**src/rtl/async_fifo_reader.sv**
```systemverilog
// Read-side drainer for the CDC FIFO: issues gets, absorbs the 1-cycle read latency
// in a 2-entry skid buffer and presents a valid/ready stream with a delivered-word count.
module async_fifo_reader #(
  parameter int DATA_WIDTH = 8,
  parameter int CNT_WIDTH  = 16
) (
  input  logic                  clk,
  input  logic                  reset,
  input  logic                  i_clear,
  output logic                  o_get_en,
  input  logic [DATA_WIDTH-1:0] i_get_cmd,
  input  logic                  i_empty,
  output logic                  m_valid,
  output logic [DATA_WIDTH-1:0] m_data,
  input  logic                  m_ready,
  output logic [CNT_WIDTH-1:0]  o_xfer_cnt
);

  typedef enum logic [1:0] {EMPTY = 2'd0, ONE = 2'd1, TWO = 2'd2} occ_e;

  occ_e                  state, state_nxt;
  logic                  inflight;
  logic                  pop, push, room;
  logic [DATA_WIDTH-1:0] slot0, slot1;

  assign pop     = m_valid & m_ready;
  assign push    = inflight;
  assign m_valid = (state != EMPTY);
  assign m_data  = slot0;

  // room: occ + inflight < 2, i.e. a new get still has a reserved slot
  always_comb begin
    state_nxt = state;
    room      = 1'b0;
    case (state)
      EMPTY: begin
        room = 1'b1;
        if (push) state_nxt = ONE;
      end
      ONE: begin
        room = ~inflight;
        if (push & ~pop)      state_nxt = TWO;
        else if (~push & pop) state_nxt = EMPTY;
      end
      TWO: begin
        room = 1'b0;
        if (~push & pop) state_nxt = ONE;
      end
      default: state_nxt = EMPTY;
    endcase
    o_get_en = ~i_empty & ~i_clear & ~reset & (room | pop);
  end

  always_ff @(posedge clk or posedge reset) begin
    if (reset) begin
      state      <= EMPTY;
      inflight   <= 1'b0;
      slot0      <= '0;
      slot1      <= '0;
      o_xfer_cnt <= '0;
    end else if (i_clear) begin
      state      <= EMPTY;
      inflight   <= 1'b0;
      slot0      <= '0;
      slot1      <= '0;
      o_xfer_cnt <= '0;
    end else begin
      state      <= state_nxt;
      inflight   <= o_get_en;
      o_xfer_cnt <= o_xfer_cnt + {{(CNT_WIDTH-1){1'b0}}, pop};
      if (pop && state == TWO) slot0 <= slot1;
      // landing slot is occ - pop
      if (push) begin
        if ((state == ONE && !pop) || state == TWO) slot1 <= i_get_cmd;
        else                                        slot0 <= i_get_cmd;
      end
    end
  end

endmodule

```
**config.mk**
```make
export PLATFORM = sky130hd
export DESIGN_NAME = async_fifo_reader
export DESIGN_NICKNAME = d
export VERILOG_FILES = /design/src/rtl/async_fifo_reader.sv
export SDC_FILE = /design/constraint.sdc
export NUM_CORES = 1
export LEC_CHECK = 0
export ABC_AREA = 1
export CAP_MARGIN = 15
export CORE_ASPECT_RATIO = 0.7
export CORE_UTILIZATION = 54
export DETAILED_ROUTE_END_ITERATION = 8
export PLACE_DENSITY = 0.84
export RECOVER_POWER = 50
export SETUP_SLACK_MARGIN = 0.05
export SYNTH_ARGS = -nofsm -noshare
export SYNTH_HDL_FRONTEND = slang
export SYNTH_SLANG_ARGS = --single-unit
```
**constraint.sdc**
```tcl
create_clock -name clk -period 2.8 [get_ports clk]
set_input_delay 0.56 -clock clk [delete_from_list [all_inputs] [get_ports clk]]
set_output_delay 0.56 -clock clk [all_outputs]
set_load 0.01 [all_outputs]
```
==> impl_metrics.toml, run 1 <==
[cells_and_area]
fin_nets = 314
final-seq-area_um2 = 876
drive_gt1_share_pct = 4.98
fillers = 261
synthToLayoutAreaGrowth_pct = 26.9
multi_input_area_um2 = 807
n_antenna_cell = 0
fin_util_pct = 73.7

[sta]
hold_violations = 0
finalCriticalPeriod_ps = 2520
finalSetupViolations = 0
rsz0062_at_grt = "false"
final_min_period_over_clock_period_pct = 90.0
number_of_pins_with_negative_max_slew_slack_in_the_final_report = 0
post-route-worst-setup-slack_ps = 281
setup-tns-final_ps = 0
slew-limit-headroom_pct = 43.1
achievable-frequency_mhz = 397
worst_clock_skew_ps = 4.61
worst_pin_slew_ps = 854

[global_routing]
grt_usage_pct = 26.3
grt_first_pass_wirelength_mm = 7.20
antenna_found_initial = 0
via_count_of_the_first_global_routing_pass = 1561
grt_max_degree = 36
grt-ovfl-total = 0

[critical_path]
setup.worst_path.start_class = "input port"
cp.required_ps = 2240
ff2ff_setup_slack_ps = 840
critPathKind = "in -> out"
cp-end-kind = "output port"
timing.critical_path.arrival_ps = 1960
timing.critical_path.fanout_max = 2
gate_family_responsible_for_the_most_delay_along_the_worst_path = "buffers and inverters"
worst-path-buf-inv = 3
critical-path-slowest-cell = "sky130_fd_sc_hd__dlygate4sd3_1"
critical-path-max-stage-delay_ps = 540
worstPathCellList = "dlygate4sd3_1 > inv_1 > nand2_1 > a21oi_1 > clkdlybuf4s50_1"

[pwr]
power.switching_uw = 241
power_per_cell_area_nw_per_um2 = 418
clock_power_share_pct = 37.5
swShare_pct = 24.3
cellInternalPower_uw = 750
peakVddDrop_mv = 0.299
power_leakage_uw = 0.00125
combinationalPowerShare_pct = 10.0
design_power_total_uw = 990
p_seq_share_pct = 52.5

[synthesis]
synthAdderAreaFrac_pct = 0
synthXorXnorAreaFrac_pct = 0
yosysMostFrequentCell = "sky130_fd_sc_hd__nand2_1"
synth_area_in_compound_gates_pct = 10.1
synth_cells = 257
syn_area_um2 = 1870
synth_seq_cells = 35
synth.top_cell.area_share_pct = 46.9
synthArstFlopShare_pct = 100
synth-seq-area-share_pct = 46.9
synth_warnings = 0
synth.lib_cells_used.distinct = 22
synth-edff-count = 0
yosysTopAreaCell = "sky130_fd_sc_hd__dfrtp_1"
syn_avg_cell_area_um2 = 7.26
post_synth_and_or_nand_nor_area_fraction_pct = 33.8
netlist_top_cells_area = "sky130_fd_sc_hd__dfrtp_1 (47%), sky130_fd_sc_hd__nand2_1 (14%), sky130_fd_sc_hd__nor2_1 (8.6%), sky130_fd_sc_hd__inv_1 (7.0%), sky130_fd_sc_hd__o21ai_0 (5.6%)"
syn_nets = 270
largest_family_of_logic_cells_by_synthesized_area = "simple AND/OR/NAND/NOR gates"
synth.area.mux_share_pct = 0
most_frequently_used_flop_master_after_synthesis = "sky130_fd_sc_hd__dfrtp_1"
netlist_top_cells_count = "sky130_fd_sc_hd__nand2_1 (72), sky130_fd_sc_hd__nor2_1 (43), sky130_fd_sc_hd__dfrtp_1 (35), sky130_fd_sc_hd__inv_1 (35), sky130_fd_sc_hd__o21ai_0 (21)"

[placement]
detailed_place_hpwl_mm = 3.22
preCtsSetupSlack_ps = 424
globalplace.congestion = 0.961
port_buffers = 38

[clocking]
cts_tree = "yes"
number_of_buffers_inserted_by_hold_repair_at_cts = 0
cts_num_sinks = 35
ctsHtreeMaxLevel = 2
cts-buffers-inserted = 5
clock_pin_slew_worst_setup_and_hold_paths_ps = 70
insertion_delay_ps = 290
cts-resized-gates = 0
cts.root.buffer_cell = "sky130_fd_sc_hd__clkbuf_8"
post_cts_setup_buffers = 0
cts-root-to-sink-buffers = 2

[routing]
post_route_drc_violation_count = 0
avgViaCountPerCell = 5.22
drtIter0Drc = 144
routed_wire_length_per_instance_um = 12.8
postRouteWirelength_mm = 4.45
detail_route.first_pass.iterations = 4
ant_nets = 0
vias = 1816

[floorplan]
die-area_um2 = 3700
die-width_um = 72.3
coreArea_um2 = 3210
boundaryPins = 39
initial_core_util_pct = 58.1
num_rows = 17
chipHeight_um = 51.2

[run_status]
outcome = "complete, no violations"

[run]
timing.max_cap.violations = 0

[min_path]
min_path_type = "reg -> reg"
## registers in the layout (all words and copies together) (netlist names)
name / flops
m_data: 8
inflight: 1
slot1: 8
o_xfer_cnt: 16
state: 2
## stage by stage
| stage | area (um^2) | std cells | hold slack (ps) |
|---|---|---|---|
| 3_5_place_dp | 2310 | 341 | 476 |
| 4_1_cts | 2390 | 348 | 493 |
| 3_3_place_gp | 2310 | 341 | 467 |
| 6_report | 2370 | 348 | 493 |
| 2_1_floorplan | 1870 | 257 | 454 |
| 5_1_grt | 2370 | 348 | 512 |
## power groups by stage
stage	Clock, uW	Sequential [uW]	Combinational, uW
3_5_place_dp	0	530	103
6_report	371	520	98.9
2_1_floorplan	0	533	46.7
4_1_cts	375	521	104
3_3_place_gp	0	530	102
5_1_grt	395	521	111
## metal layers
layer  wire (um)  GRT usage, %  vias up
met3         380          5.92        6
met4          42          9.15        0
li1            -             -      893
met5           0             0        -
met1        2190          39.5      841
met2        1840          37.4       76
## worst reg2reg max path, stage by stage, from the launching register on
cell and delay [ps]:
sky130_fd_sc_hd__dfrtp_1 400, sky130_fd_sc_hd__nor2_1 570, sky130_fd_sc_hd__o21bai_4 270, sky130_fd_sc_hd__nor2_2 40
sky130_fd_sc_hd__buf_4 160, sky130_fd_sc_hd__inv_1 230, sky130_fd_sc_hd__nor2_1 80, sky130_fd_sc_hd__nor2_1 140
## logic make-up after synthesis
group | Yosys count
AOI/OAI and AO/OA | 34
buffers and inverters | 42
DFF | 35
and+or+nand+nor | 146
## placed cells by master, fill, tap and decap left out
master                            instances
sky130_fd_sc_hd__nand4_1                  6
sky130_fd_sc_hd__o21ai_0                 21
sky130_fd_sc_hd__o21ai_1                  1
sky130_fd_sc_hd__nor2_4                   1
sky130_fd_sc_hd__clkinv_2                 1
sky130_fd_sc_hd__nand3_1                 19
sky130_fd_sc_hd__dfrtp_1                 35
sky130_fd_sc_hd__a31oi_1                  1
sky130_fd_sc_hd__clkbuf_2                 1
sky130_fd_sc_hd__nor2_2                   2
sky130_fd_sc_hd__clkbuf_8                 6
sky130_fd_sc_hd__nor2_1                  43
sky130_fd_sc_hd__a21oi_1                  9
sky130_fd_sc_hd__o41ai_1                  1
sky130_fd_sc_hd__nor3_1                   2
sky130_fd_sc_hd__nand2_1                 72
sky130_fd_sc_hd__inv_1                   35
sky130_fd_sc_hd__clkbuf_1                 3
sky130_fd_sc_hd__o21bai_4                 1
sky130_fd_sc_hd__nor2_8                   1
sky130_fd_sc_hd__dlygate4sd3_1            4
sky130_fd_sc_hd__inv_2                    1
sky130_fd_sc_hd__buf_4                    1
sky130_fd_sc_hd__clkdlybuf4s50_1         34
## layout make-up
cell class                      instances  share of cell area [%]
Multi-Input combinational cell        180                    34.1
Clock buffer                            6                    3.49
Timing Repair Buffer                   43                    17.1
Inverter                               36                    5.71
Clock inverter                          1                   0.211
Sequential cell                        35                    37.0
Tap cell                               47                    2.48
## worst paths after layout
check,start,endpoint,depth (start not counted)
max reg2reg,state[0]$_DFFE_PP0P_,m_data[5]$_DFF_PP0_,7
min in group asynchronous,reset,o_xfer_cnt[8]$_DFF_PP0_,3
max in group asynchronous,reset,o_xfer_cnt[10]$_DFF_PP0_,3
min reg2reg,slot1[3]$_DFFE_PP0P_,slot1[3]$_DFFE_PP0P_,2
min,slot1[3]$_DFFE_PP0P_,slot1[3]$_DFFE_PP0P_,2
max,reset,o_get_en,5
Power figures use the tool's default switching activity.
==> run 2: changes to the inputs <==
ABC_AREA = unset   (was 1)
CORE_ASPECT_RATIO = unset   (was 0.7)
CORE_UTILIZATION = 53   (was 54)
CTS_CLUSTER_SIZE = 16   (was unset)
==> run 2 against run 1 <==
Against the previous run: cell area shrank 9.1%; sequential cell count stayed put; via count down 21%; first-iteration DRC count decreased by 44%; clock-buffer cell count did not move; non-clock buffer count stayed put; synthesized cell count down 32%; maximum frequency fell by 3.6%; global-route usage down 1.1 points; largest cell class unchanged.
==> impl_metrics.toml, run 2 <==
[pwr]
p_seq_share_pct = 58.8
peakVddDrop_mv = 0.263
design_power_total_uw = 885
cellInternalPower_uw = 669
power_leakage_uw = 0.000982
combinationalPowerShare_pct = 9.7
power.switching_uw = 216
power_per_cell_area_nw_per_um2 = 411
clock_power_share_pct = 31.5
swShare_pct = 24.4

[cells_and_area]
synthToLayoutAreaGrowth_pct = 25.6
max_flop_register = "o_xfer_cnt"
most-common-layout-cells = "sky130_fd_sc_hd__dfrtp_1 (35), sky130_fd_sc_hd__nor2_1 (29), sky130_fd_sc_hd__clkdlybuf4s50_1 (29)"
fin_util_pct = 70.5
layout.cells.non_filler = 255
largest_reg_flops = 16
fin_nets = 224
layout_commonest_cell = "sky130_fd_sc_hd__dfrtp_1"
drive_gt1_share_pct = 7.58
n_antenna_cell = 0

[synthesis]
yosysTopAreaCell = "sky130_fd_sc_hd__dfrtp_1"
synth_seq_cells = 35
synthArstFlopShare_pct = 100
synth-seq-area-share_pct = 51.1
yosysMostFrequentCell = "sky130_fd_sc_hd__dfrtp_1"
synth_warnings = 0
netlist_top_cells_area = "sky130_fd_sc_hd__dfrtp_1 (51%), sky130_fd_sc_hd__nor2_1 (6.4%), sky130_fd_sc_hd__mux2i_1 (4.7%), sky130_fd_sc_hd__a311oi_1 (4.1%), sky130_fd_sc_hd__xor2_1 (4.1%)"
synth.lib_cells_used.distinct = 32
synth.top_cell.area_share_pct = 51.1
syn_avg_cell_area_um2 = 9.85
synth-edff-count = 0
syn_area_um2 = 1710
most_frequently_used_flop_master_after_synthesis = "sky130_fd_sc_hd__dfrtp_1"
syn_nets = 187
netlist_top_cells_count = "sky130_fd_sc_hd__dfrtp_1 (35), sky130_fd_sc_hd__nor2_1 (29), sky130_fd_sc_hd__nand2_1 (13), sky130_fd_sc_hd__nand3_1 (13)"
synth_cells = 174

[routing]
postRouteWirelength_mm = 3.77
avgViaCountPerCell = 5.64
post_route_drc_violation_count = 0
route.layer.met1.wl_mm = 1.56
top_layer_used = "met4"
wl_met3_um = 169
dr_wl_met2_mm = 1.94
vias = 1438
ant_nets = 0
routed_wire_length_per_instance_um = 14.8
drtIter0Drc = 81
detail_route.first_pass.iterations = 4

[clocking]
ctsHtreeMaxLevel = 2
clock_pin_slew_worst_setup_and_hold_paths_ps = 110
cts_num_sinks = 35
cts-resized-gates = 0
cts-root-to-sink-buffers = 2
insertion_delay_ps = 340
cts_tree = "yes"
cts-buffers-inserted = 5
post_cts_setup_buffers = 0
number_of_buffers_inserted_by_hold_repair_at_cts = 0
cts.root.buffer_cell = "sky130_fd_sc_hd__clkbuf_4"

[sta]
setup-tns-final_ps = 0
slew-limit-headroom_pct = 1.14
final_min_period_over_clock_period_pct = 93.3
rsz0062_at_grt = "false"
number_of_pins_with_negative_max_slew_slack_in_the_final_report = 0
worst_pin_slew_ps = 1480
hold_violations = 0
timing.hold.ws_ps = 548
finalCriticalPeriod_ps = 2610
achievable-frequency_mhz = 383
finalSetupViolations = 0
worst_clock_skew_ps = 13.9

[critical_path]
setup.worst_path.start_class = "input port"
worstSetupPathDepth = 3
number_of_cell_instances_on_the_worst_register_to_register_path = 4
timing.critical_path.arrival_ps = 2050
worst-path-buf-inv = 2
gate_family_responsible_for_the_most_delay_along_the_worst_path = "buffers and inverters"
worstPathCellList = "dlygate4sd3_1 > nor4_1 > clkdlybuf4s50_1"
r2r-end = "m_data[6]$_DFF_PP0_"
critical-path-max-stage-delay_ps = 590
critical_path.reg2reg.startpoint = "state[1]$_DFFE_PP0P_"
ff2ff_setup_slack_ps = 880
critPathKind = "in -> out"
timing.critical_path.fanout_max = 2
cp-end-kind = "output port"
critical-path-slowest-cell = "sky130_fd_sc_hd__clkdlybuf4s50_1"
cp.required_ps = 2240
crit_start = "i_clear"

[global_routing]
grt-ovfl-total = 0
grt_max_degree = 36
antenna_found_initial = 0
grt_usage_pct = 25.2
grt_first_pass_wirelength_mm = 6.40
via_count_of_the_first_global_routing_pass = 1421

[run_status]
outcome = "complete, no violations"

[min_path]
hold_startpoint = "slot1[4]$_DFFE_PP0P_"
min_path_cells = 2
min_path_type = "reg -> reg"
worstHoldEndpoint = "slot1[4]$_DFFE_PP0P_"

[placement]
detailed_place_hpwl_mm = 2.63
port_buffers = 38
globalplace.congestion = 0.824
placed_cells = 248

[floorplan]
coreArea_um2 = 3050
num_rows = 20
die-width_um = 58.9
chipHeight_um = 58.9
boundaryPins = 39
die-area_um2 = 3470
initial_core_util_pct = 56.1

[run]
timing.max_cap.violations = 0
==> run 2: cell types whose count changed after synthesis, moves of 3 or more <==
cell	previous run	this run
sky130_fd_sc_hd__nand2_1	72	13
sky130_fd_sc_hd__o21ai_0	21	6
sky130_fd_sc_hd__clkbuf_1	2	6
sky130_fd_sc_hd__buf_6	1	4
sky130_fd_sc_hd__nand3_1	18	13
sky130_fd_sc_hd__inv_1	35	3
sky130_fd_sc_hd__nor2_1	43	29
sky130_fd_sc_hd__xor2_1	0	8
sky130_fd_sc_hd__mux2i_1	0	8
sky130_fd_sc_hd__a311oi_1	0	8
sky130_fd_sc_hd__or3_1	0	7
==> run 2: power by group through the flow <==
stage / logic, uW / clock network [uW] / registers [uW]
6_report: 85.5 / 279 / 521
5_1_grt: 93.1 / 303 / 522
2_1_floorplan: 40.8 / 0 / 532
4_1_cts: 88.5 / 282 / 521
3_3_place_gp: 85.3 / 0 / 530
3_5_place_dp: 87.8 / 0 / 531
==> run 2: worst min-delay path, delay by kind of cell, from the launching register on <==
kind,cells,cell delay [ps]
AND/OR/NAND/NOR,1,80
flip-flops,1,360
multiplexers,1,70
==> run 2: logic make-up (layout without fill, tap and decap cells) <==
logic type	count (synthesis)	count (layout)	synth area share [%]
compound gates	26	26	10.3
xor+xnor	10	10	5.11
buf+inv	16	53	5.55
flops	35	35	51.1
mux	9	9	5.33
simple gates	78	78	22.6
==> run 2: final cells by class <==
class	count	area [um^2]
clock buffers	6	51.3
repair buffers	43	412
multi-input cells	123	743
inverters	3	11.3
fillers	250	900
clock inverters	1	5.00
well taps	44	55.1
flip-flops and latches	35	876
==> run 2: metal layers <==
| metal | GRT usage [%] | vias to the layer above |
|---|---|---|
| li1 | - | 683 |
| met1 | 30.8 | 699 |
| met2 | 42.0 | 44 |
| met3 | 5.05 | 12 |
| met4 | 13.6 | 0 |
| met5 | 0 | - |
==> run 2: stage by stage <==
| stage | instance area, um^2 | worst slack (ps) |
|---|---|---|
| floorplan | 1710 | 816 |
| global placement | 2100 | 279 |
| detailed placement | 2100 | 141 |
| CTS | 2160 | 290 |
| global route | 2150 | 156 |
| finish | 2150 | 188 |
==> run 2: worst max path at each step <==
stage / to
floorplan: o_get_en
global placement: o_get_en
detailed placement: m_data[6]$_DFF_PP0_
CTS: o_get_en
global route: o_get_en
finish: o_get_en
==> run 3: changes to the inputs <==
CAP_MARGIN = unset   (was 15)
CTS_CLUSTER_SIZE = unset   (was 16)
==> results of run 3 <==
Same layout as run 2: the final DEF is identical, and so are final timing and power.
